==> src/rtl/dac_input_sequencer.sv <==
`default_nettype none
// ============================================================================
// Module   : dac_input_sequencer
// Purpose  : Buffers activation values and issues one expanded code per DAC
//            conversion, tracking the wordline row index and end-of-vector.
// Revision : 1.0 - initial release
// ============================================================================
module dac_input_sequencer #(
    parameter int DAC_BITS    = 10,
    parameter int IN_BITS     = 8,
    parameter int DEPTH       = 4,
    parameter int ROW_BITS    = 7,
    parameter int TIMEOUT_CYC = 16
) (
    input  logic                clk,
    input  logic                rst,
    input  logic [IN_BITS-1:0]  in_data,
    input  logic                in_last,
    input  logic                in_valid,
    output logic                in_ready,
    output logic [DAC_BITS-1:0] dac_code,
    output logic                dac_valid,
    input  logic                dac_done,
    output logic [ROW_BITS-1:0] row_idx,
    output logic                vec_done,
    input  logic                err_clr,
    output logic                err_timeout,
    output logic                busy
);

    localparam int c_S     = DAC_BITS - IN_BITS;
    localparam int c_PTR_W = $clog2(DEPTH);
    localparam int c_CNT_W = c_PTR_W + 1;
    localparam int c_TMO_W = $clog2(TIMEOUT_CYC) + 1;

    localparam logic [0:0] c_ST_IDLE = 1'b0;
    localparam logic [0:0] c_ST_WAIT = 1'b1;

    logic [IN_BITS:0]      r_mem [DEPTH];
    logic [c_PTR_W-1:0]    r_wr_ptr;
    logic [c_PTR_W-1:0]    r_rd_ptr;
    logic [c_CNT_W-1:0]    r_count;
    logic [0:0]            r_state;
    logic [0:0]            w_state_nxt;
    logic [c_TMO_W-1:0]    r_tmo_cnt;
    logic                  r_held_last;
    logic [DAC_BITS-1:0]   r_dac_code;
    logic                  r_dac_valid;
    logic [ROW_BITS-1:0]   r_row_idx;
    logic                  r_vec_done;
    logic                  r_err_timeout;

    logic                  w_push;
    logic                  w_pop;
    logic                  w_done_ok;
    logic                  w_timeout;
    logic [IN_BITS:0]      w_head;
    logic [DAC_BITS-1:0]   w_head_wide;
    logic [DAC_BITS-1:0]   w_code;

    assign in_ready    = (r_count < c_CNT_W'(DEPTH));
    assign w_push      = in_valid && in_ready;
    assign w_head      = r_mem[r_rd_ptr];
    assign w_head_wide = DAC_BITS'(w_head[IN_BITS-1:0]);
    // Replicating the top bits into the low end maps full scale to full scale.
    assign w_code      = (w_head_wide << c_S) | (w_head_wide >> (IN_BITS - c_S));

    assign dac_code    = r_dac_code;
    assign dac_valid   = r_dac_valid;
    assign row_idx     = r_row_idx;
    assign vec_done    = r_vec_done;
    assign err_timeout = r_err_timeout;
    assign busy        = (r_state != c_ST_IDLE) || (r_count != '0);

    always_ff @(posedge clk) begin
        if (rst) begin
            r_state <= c_ST_IDLE;
        end else begin
            r_state <= w_state_nxt;
        end
    end

    always_comb begin
        w_state_nxt = r_state;
        w_pop       = 1'b0;
        w_done_ok   = 1'b0;
        w_timeout   = 1'b0;
        case (r_state)
            c_ST_IDLE: begin
                if (r_count != '0) begin
                    w_pop       = 1'b1;
                    w_state_nxt = c_ST_WAIT;
                end
            end
            c_ST_WAIT: begin
                if (dac_done) begin
                    w_done_ok = 1'b1;
                    if (r_count != '0) begin
                        w_pop = 1'b1;
                    end else begin
                        w_state_nxt = c_ST_IDLE;
                    end
                end else if (r_tmo_cnt == c_TMO_W'(TIMEOUT_CYC - 1)) begin
                    w_timeout   = 1'b1;
                    w_state_nxt = c_ST_IDLE;
                end
            end
            default: w_state_nxt = c_ST_IDLE;
        endcase
    end

    // Storage carries no reset; occupancy is tracked solely by r_count.
    always_ff @(posedge clk) begin
        if (w_push) begin
            r_mem[r_wr_ptr] <= {in_last, in_data};
        end
    end

    always_ff @(posedge clk) begin
        if (rst) begin
            r_wr_ptr <= '0;
            r_rd_ptr <= '0;
            r_count  <= '0;
        end else begin
            if (w_push) begin
                r_wr_ptr <= r_wr_ptr + c_PTR_W'(1);
            end
            if (w_pop) begin
                r_rd_ptr <= r_rd_ptr + c_PTR_W'(1);
            end
            case ({w_push, w_pop})
                2'b10:   r_count <= r_count + c_CNT_W'(1);
                2'b01:   r_count <= r_count - c_CNT_W'(1);
                default: r_count <= r_count;
            endcase
        end
    end

    always_ff @(posedge clk) begin
        if (rst) begin
            r_dac_code    <= '0;
            r_dac_valid   <= 1'b0;
            r_held_last   <= 1'b0;
            r_row_idx     <= '0;
            r_vec_done    <= 1'b0;
            r_tmo_cnt     <= '0;
            r_err_timeout <= 1'b0;
        end else begin
            r_dac_valid <= w_pop;
            r_vec_done  <= w_done_ok && r_held_last;
            if (w_pop) begin
                r_dac_code  <= w_code;
                r_held_last <= w_head[IN_BITS];
            end
            // A timed-out element still consumes its row slot.
            if (w_done_ok || w_timeout) begin
                r_row_idx <= r_held_last ? '0 : r_row_idx + ROW_BITS'(1);
            end
            if (w_pop) begin
                r_tmo_cnt <= '0;
            end else if (r_state == c_ST_WAIT) begin
                r_tmo_cnt <= r_tmo_cnt + c_TMO_W'(1);
            end
            if (w_timeout) begin
                r_err_timeout <= 1'b1;
            end else if (err_clr) begin
                r_err_timeout <= 1'b0;
            end
        end
    end

endmodule
`default_nettype wire

==> config.mk <==
export PLATFORM = sky130hd
export DESIGN_NAME = dac_input_sequencer
export DESIGN_NICKNAME = d
export VERILOG_FILES = /design/src/rtl/dac_input_sequencer.sv
export SDC_FILE = /design/constraint.sdc
export NUM_CORES = 1
export LEC_CHECK = 0
export CAP_MARGIN = 20
export CORE_MARGIN = 3
export CORE_UTILIZATION = 35
export CTS_CLUSTER_SIZE = 12
export DETAILED_ROUTE_END_ITERATION = 10
export SETUP_SLACK_MARGIN = 0.5
export SYNTH_ARGS = -nofsm -noshare
export SYNTH_HDL_FRONTEND = slang
export SYNTH_SLANG_ARGS = --single-unit
==> constraint.sdc <==
create_clock -name clk -period 1.9 [get_ports clk]
set_clock_uncertainty 0.1 [all_clocks]
set_input_delay 0.19 -clock clk [delete_from_list [all_inputs] [get_ports clk]]
set_output_delay 0.19 -clock clk [all_outputs]
set_load 0.03 [all_outputs]
# Word-level counts from Yosys, hierarchy flattened
# Memories as Yosys holds them, arrays and structs flattened. A register that Yosys moved wholly into a read port is not among the register bits.
# Cells that the tools add are included.
# op_classes
n_addsub	6
order_cmp	1
eq_ne	3
n_mux	19
bitwise	2
reduce_logical	8
# op_table
op	count
2-to-1 mux 1 bit	13
OR 10 x 2 -> 10 bit	1
adder 7 x 1 -> 7 bit, second input constant	1
2-to-1 mux 7 bit	1
case mux 3 bit (2 select lines)	1
adder 5 x 1 -> 5 bit, second input constant	1
== test 5 x 4 -> 1 bit, second input constant	1
adder 2 x 1 -> 2 bit, second input constant	2
2-to-1 mux 2 bit	2
case mux 1 bit (2 select lines)	2
nonzero test 2 bit	2
adder 3 x 1 -> 3 bit, second input constant	1
less-than comparator 3 bit, second input constant	1
nonzero test 3 bit	1
subtractor 3 x 1 -> 3 bit, second input constant	1
== test 2 x 1 -> 1 bit, second input constant	1
== test 2 bit, second input constant	1
logical AND 1 bit	2
logical OR 1 bit	2
OR reduction 2 bit	1
NOT 1 bit	1
# word_totals
regBits	34
ramBits	36
input_bits	14
output_inout_bits	22
wordCells	51
memories	1
# memory_table
memory	depth	width	rd	rd_ports_with_merged_regs	wr	line	rtl
r_mem	4	9	1	1	1	39	logic [IN_BITS:0] r_mem [DEPTH];

# Logic depth before layout (Yosys ltp)
# logic_depth
word_depth	6
ltp_mapped	9
depth_no_buf	9

# Worst setup path before layout
# No wires, ideal clock.
# synth_timing
path_kind	flip-flop to flip-flop
startpoint	reg r_count[2]
endpoint	reg r_count[2]
setup_time_ns	0.070
arrival_time_ns	1.839
t_required_ns	1.730
path_slack_ns	-0.110
path_stages_with_launch	10
n_path_buf	0
synth_period_minus_slack_ns	2.010
path_cell_list	dfxtp_1 or3_4 nand2_2 inv_2 ha_1 inv_1 fa_1 xor2_1 or3_1 a21oi_1
# synth_via
elab_chain_len	6
elab_cells_between_ends	12
cone_classes	add/sub: 2; order compare: 1; eq/ne: 2; mux: 4; reduce/logical: 3
# synth_lines
item	line	rtl
from (decl)	42	logic [c_CNT_W-1:0] r_count;
from (signal assigned)	132	2'b10: r_count <= r_count + c_CNT_W'(1);
from (signal assigned)	133	2'b01: r_count <= r_count - c_CNT_W'(1);
from (signal assigned)	134	default: r_count <= r_count;
nonzero test 3 bit (*)	90, 98	
2-to-1 mux 1 bit (*)	90, 98	
2-to-1 mux 1 bit	96	if (dac_done) begin
case mux 1 bit (2 select lines) (*)	88	case (r_state)
via w_pop	54	logic w_pop;
== test 2 x 1 -> 1 bit / == test 2 bit (equally long branches)	131	case ({w_push, w_pop})
case mux 3 bit (2 select lines) / nonzero test 2 bit (equally long branches)	n/a	
# The timed path passes the listed nets; every way through them passes the cells marked *.
# A chain may end at the register's enable or synchronous reset.

# Worst setup path in the final report
# layout_timing
startpoint	reg r_count[1]
endpoint	reg r_count[2]
# Same word-level chain as after synthesis.

==> results_dict.tcl <==
set metrics [dict create \
    diodes 0 \
    grt_pass1_vias 1891 \
    max_freq_mhz 519 \
    syn_area_mm2 0.00283 \
    grtUsageTotal_pct 13.5 \
    synth-async-reset-ratio_pct 0 \
    yosysSeqAreaShare_pct 62.3 \
    drive_above_1_share_pct 43.9 \
    vdd_drop_max_v 0.000652 \
    numCtsBuffers 9 \
    violations "setup timing" \
    worst_slack_ns -0.0276 \
    routed_wl_mm 5.84 \
    min_period_ns 1.93 \
    hp-class "in2reg" \
    drt_iter0_markers 60 \
    ys_seq_elements 70 \
    startpoint_type "register" \
    drcViolationCount 0 \
    clock-root-buffer "clkbuf_8" \
    htree_num_levels 3 \
    die_w_um 95.9 \
    dr_total_vias 1882 \
    rows 32 \
    cts_tree "done" \
    setup_violations 1 \
    ys_warn_count 0 \
    place_congestion 0.694 \
    antenna_found_initial 0 \
    cp_max_fo 2 \
    grt_setup_unrepaired "true" \
    p_leak_nw 1.41 \
    cts.path.max_buffers 2 \
    grt_max_degree 20 \
    worstMarginPinSlew_ns 0.430 \
    crit_required_ns 2.08 \
    period_share_pct 101 \
    avgSynthCellArea_um2 13.1 \
    clkLatencyLatePin_ns 0.35 \
    arrival_ns 2.11 \
    nets 305 \
    syn_to_final_growth_pct 42.1 \
    status "finished, violations left" \
    clock_sinks 70 \
    via_per_inst 4.84 \
    grt_pass1_wl_mm 9.22 \
    finalHoldViolCount 0 \
    die_area_mm2 0.00919 \
    synth_cells 216 \
    io_pins 36 \
    ant_nets 0 \
    port_buffers 35 \
    drv_slew 0 \
    slew_headroom_pct 71.3 \
    total_power_mw 5.85 \
    drtPass1Iterations 4 \
    synth_edf_count 36 \
    synth_flop_cell "edfxtp_1" \
    critical_path_class "reg2reg" \
    fp.dieH_um 95.9 \
    grt_overflow 0 \
    core_area_mm2 0.00777 \
    fin_util_pct 51.7 \
    hpwl_mm 3.60 \
    synth_cell_type_count 39 \
    wl_per_cell_um 15.0 \
    power_density_mw_per_mm2 1460 \
    max_cap_violations 0 \
    synth_nets 239 \
    clk_pin_slew_worst_paths_ns 0.08 \
    initial_core_util_pct 36.4 \
    endpoint_kind "register" \
]
## cell usage in the layout, fill, tap and decap left out, types with 3 or more instances in the layout
cell and n:
clkbuf_2 7, clkdlybuf4s15_2 5, mux4_2 9, o21ai_4 3, inv_1 10, nor3_2 4
buf_12 4, ha_1 5, a21oi_2 16, nor2_1 11, buf_6 6, edfxtp_1 36
clkbuf_8 9, dfxtp_2 9, xor2_1 6, and2_1 4, clkdlybuf4s50_1 13, buf_8 3
clkdlybuf4s15_1 5, or3_1 3, dfxtp_1 25, mux2i_1 3, dlygate4sd2_1 3, buf_4 17
ha_4 3, o21ai_0 11, nand3_2 6, nand2_1 4
## per-layer routing
layer | GRT usage, % | up-vias | wire, µm | part of all wire (%)
li1 | - | 917 | - | -
met1 | 15.6 | 917 | 2330 | 40
met4 | 3.55 | 0 | 78 | 1.3
met5 | 0 | - | 0 | 0
met3 | 5.39 | 7 | 285 | 4.9
met2 | 23.3 | 41 | 3140 | 54
## Yosys cell counts, types with 4 or more instances
library cell | count | area (µm²)
a21oi_1 | 18 | 90.1
and2_1 | 4 | 25.0
clkbuf_1 | 5 | 18.8
dfxtp_1 | 34 | 681
edfxtp_1 | 36 | 1080
ha_1 | 8 | 100
inv_1 | 11 | 41.3
mux4_2 | 9 | 203
nand2_1 | 4 | 15.0
nand3_1 | 10 | 50.1
nor2_1 | 12 | 45.0
nor3_1 | 5 | 25.0
o21ai_0 | 12 | 60.1
or3_1 | 4 | 25.0
xor2_1 | 6 | 52.6
## worst paths after layout
kind | to | depth (start not counted) | slack [ns] | start
setup / recovery | r_count[2]$_SDFFE_PP0P_ | 9 | -0.03 | r_count[1]$_SDFFE_PP0P_
hold / removal | r_mem[2][3]$_DFFE_PP_ | 1 | 0.37 | in_data[3]
setup reg to reg | r_count[2]$_SDFFE_PP0P_ | 9 | -0.03 | r_count[1]$_SDFFE_PP0P_
hold reg to reg | row_idx[6]$_SDFFE_PP0P_ | 2 | 0.38 | row_idx[6]$_SDFFE_PP0P_
## critical path: stages (launching register included)
cell	delay (ns)
dfxtp_2	0.33
or3_4	0.41
nand2_4	0.09
inv_6	0.03
ha_4	0.15
inv_2	0.05
fa_2	0.19
xor2_1	0.07
or3_1	0.32
a21oi_2	0.12
## logic make-up after synthesis
group                      count (synthesis)  synth area share, %
xor gates and xnor gates                   8                 2.48
buffers and inverters                     25                 4.20
and+or+nand+nor                           53                 10.0
DFF                                       70                 62.3
adders and majority gates                  9                 4.25
muxes                                     12                 8.23
AOI/OAI and AO/OA                         39                 8.50
## stage by stage
step	TNS [ns]	setup slack (ns)	instances	hold WS (ns)	area, µm²
2_1_floorplan	0	0.0287	216	0.189	2900
3_3_place_gp	-0.413	-0.292	362	0.367	3510
3_5_place_dp	-0.476	-0.336	362	0.372	3510
4_1_cts	-0.0599	-0.0300	385	0.361	3800
5_1_grt	-0.250	-0.113	389	0.364	4020
6_report	-0.0276	-0.0276	389	0.372	4020
## sequential cells by signal (all words and copies together) (netlist names), named ones only
register     cells
r_count          3
r_mem           36
r_rd_ptr         2
dac_code         8
row_idx          7
r_tmo_cnt        5
dac_valid        1
r_state          1
r_held_last      1
r_wr_ptr         2
err_timeout      1
vec_done         1
## repair_timing
item,4_1_cts,5_1_grt
setup endpoints to repair,46,80
cloned,1,2
endpoints found under the hold margin,0,0
resized for setup,53,60
pin swaps,10,15
buffers inserted,6,2
hold buffers,0,0
## report_power, final
group          total, mW  switching [mW]  internal [mW]
combinational       2.63            1.34           1.29
sequential          2.04           0.168           1.88
clock               1.17           0.570          0.602
## area by class of cell
type | count | area (µm²)
clock inverters | 6 | 62.6
inverters | 12 | 50.0
fillers | 683 | 3750
flip-flops and latches | 70 | 1770
well taps | 102 | 128
multi-input cells | 122 | 1200
repair buffers | 67 | 678
clock buffers | 10 | 128
Note: power is estimated with default switching activity, not from simulation.
==> RTL edit (same flow settings) <==
Reset style: asynchronous (`rst`), changed in 3 clocked blocks.
--- a/src/rtl/dac_input_sequencer.sv
+++ b/src/rtl/dac_input_sequencer.sv
@@ -74,3 +74,3 @@
 
-    always_ff @(posedge clk) begin
+    always_ff @(posedge clk or posedge rst) begin
         if (rst) begin
@@ -118,3 +118,3 @@
 
-    always_ff @(posedge clk) begin
+    always_ff @(posedge clk or posedge rst) begin
         if (rst) begin
@@ -138,3 +138,3 @@
 
-    always_ff @(posedge clk) begin
+    always_ff @(posedge clk or posedge rst) begin
         if (rst) begin
Function: differs if rst is asserted again (counterexample within 4 cycles, from zero or initial values and one cycle with rst high); with rst held inactive, the same outputs for 10 cycles.
==> RTL edit against the unedited design <==
Maximum frequency grew 9.1%; first-iteration DRC count grew 27%; design area down 7.0%; setup slack better by 0.16 ns; sequential cell count shrank 2; wire length down 6.9%; area after synthesis rose by 0.31%; total power is 7.6% lower.
==> RTL edit: results (changes against the unedited design) <==
[run_status]
status = finished clean

[synthesis]
async_reset_ff_frac = 0.471  ; +0.471
yosys-top-cells-count = edfxtp_1, dfrtp_1, o21ai_0
synth.distinct_cells = 35  ; -10%
ys_top_cells_by_area = edfxtp_1, dfrtp_1, mux4_2
ys_seq_area_frac = 0.663  ; +0.0404
synth.net_count = 203  ; -15%

[layout]
nets = 266  ; -13%
fillCellCount = 697  ; +2.0%
multi_input_area_um2 = 1020  ; -15%
antenna_cells = 0  ; unchanged

[critical_path]
slowest_stage = dfrtp_1
crit_arrival_ns = 1.89  ; -0.22 ns
path_max_fanout = 3  ; +1
slowest_delay_ns = 0.45  ; +0.04 ns

[power_and_ir_drop]
leakage_nw = 1.48  ; +5.0%
power_switching_share = 0.348  ; -0.00774
clkPwrFrac = 0.208  ; +0.008
switchingPower_w = 0.00188  ; -9.6%
p_comb_frac = 0.379  ; -0.071

[global_route]
grt_max_degree = 33  ; +65%
first_global_vias = 1721  ; -9.0%
grt_first_pass_wirelength_mm = 8.70  ; -5.6%
grtUsageTotal = 0.129  ; -0.00602

[drt]
post_drt_wl_per_cell_um = 15.5  ; +3.4%
vias_per_cell = 4.78  ; -1.2%

[hold_path]
hp-class = input pin to async pin

[placed_design]
placed_area_um2 = 3390  ; -3.5%
routabilityCongestion = 0.735  ; +6.0%
place_hpwl_mm = 3.27  ; -9.2%

[sta]
max-slew-margin-rel = 0.691  ; -0.0212

-- RTL edit: final cells by class --
cell class | instances | area share
sequential | 68 | 0.506
multi-input combinational | 98 | 0.274
timing repair buffer | 55 | 0.126
clock buffer | 11 | 0.0352
tap | 102 | 0.0342
clock inverter | 5 | 0.0141
inverter | 11 | 0.0111
-- RTL edit: per-stage QoR --
| stage | setup WS, ns | instances |
|---|---|---|
| floorplan | -0.128 | 180 |
| global placement | -0.213 | 322 |
| detailed placement | -0.221 | 322 |
| CTS | 0.147 | 345 |
| global route | 0.0185 | 350 |
| finish | 0.134 | 350 |
-- RTL edit: path summary, 6_finish.rpt --
check | cells after the start | slack (ns) | from | end
min reg2reg | 1 | 0.41 | row_idx[5] | row_idx[5]
min | 3 | 0.1 | rst | row_idx[4]
max in group asynchronous | 3 | 1.40 | rst | r_count[2]
min in group clk | 2 | 0.33 | err_clr | err_timeout
max | 8 | 0.13 | r_count[1] | r_count[2]
max reg2reg | 8 | 0.13 | r_count[1] | r_count[2]
-- RTL edit: layer usage --
| layer | vias up | routed length (um) | global-route usage |
|---|---|---|---|
| li1 | 783 | - | - |
| met1 | 840 | 2530 | 0.168 |
| met2 | 44 | 2560 | 0.198 |
| met3 | 6 | 295 | 0.0453 |
| met4 | 0 | 49 | 0.0462 |
| met5 | - | 0 | 0 |
-- RTL edit: kinds of logic after synthesis --
logic type	synth area share
DFF	0.663
and+or+nand+nor	0.0746
AOI/OAI and AO/OA	0.0459
muxes	0.120
buffers and inverters	0.0318
adders and majority gates	0.0423
xor gates and xnor gates	0.0216
-- RTL edit: what timing repair did --
action,in CTS,in global routing
gates cloned,4,0
setup buffers,3,5
setup endpoints to repair,84,78
gates resized for setup,86,39
pin swaps,14,8
-- RTL edit: worst min-delay path: cells and delay by family --
family   cells  cell delay (ns)
buf+inv      3             0.70
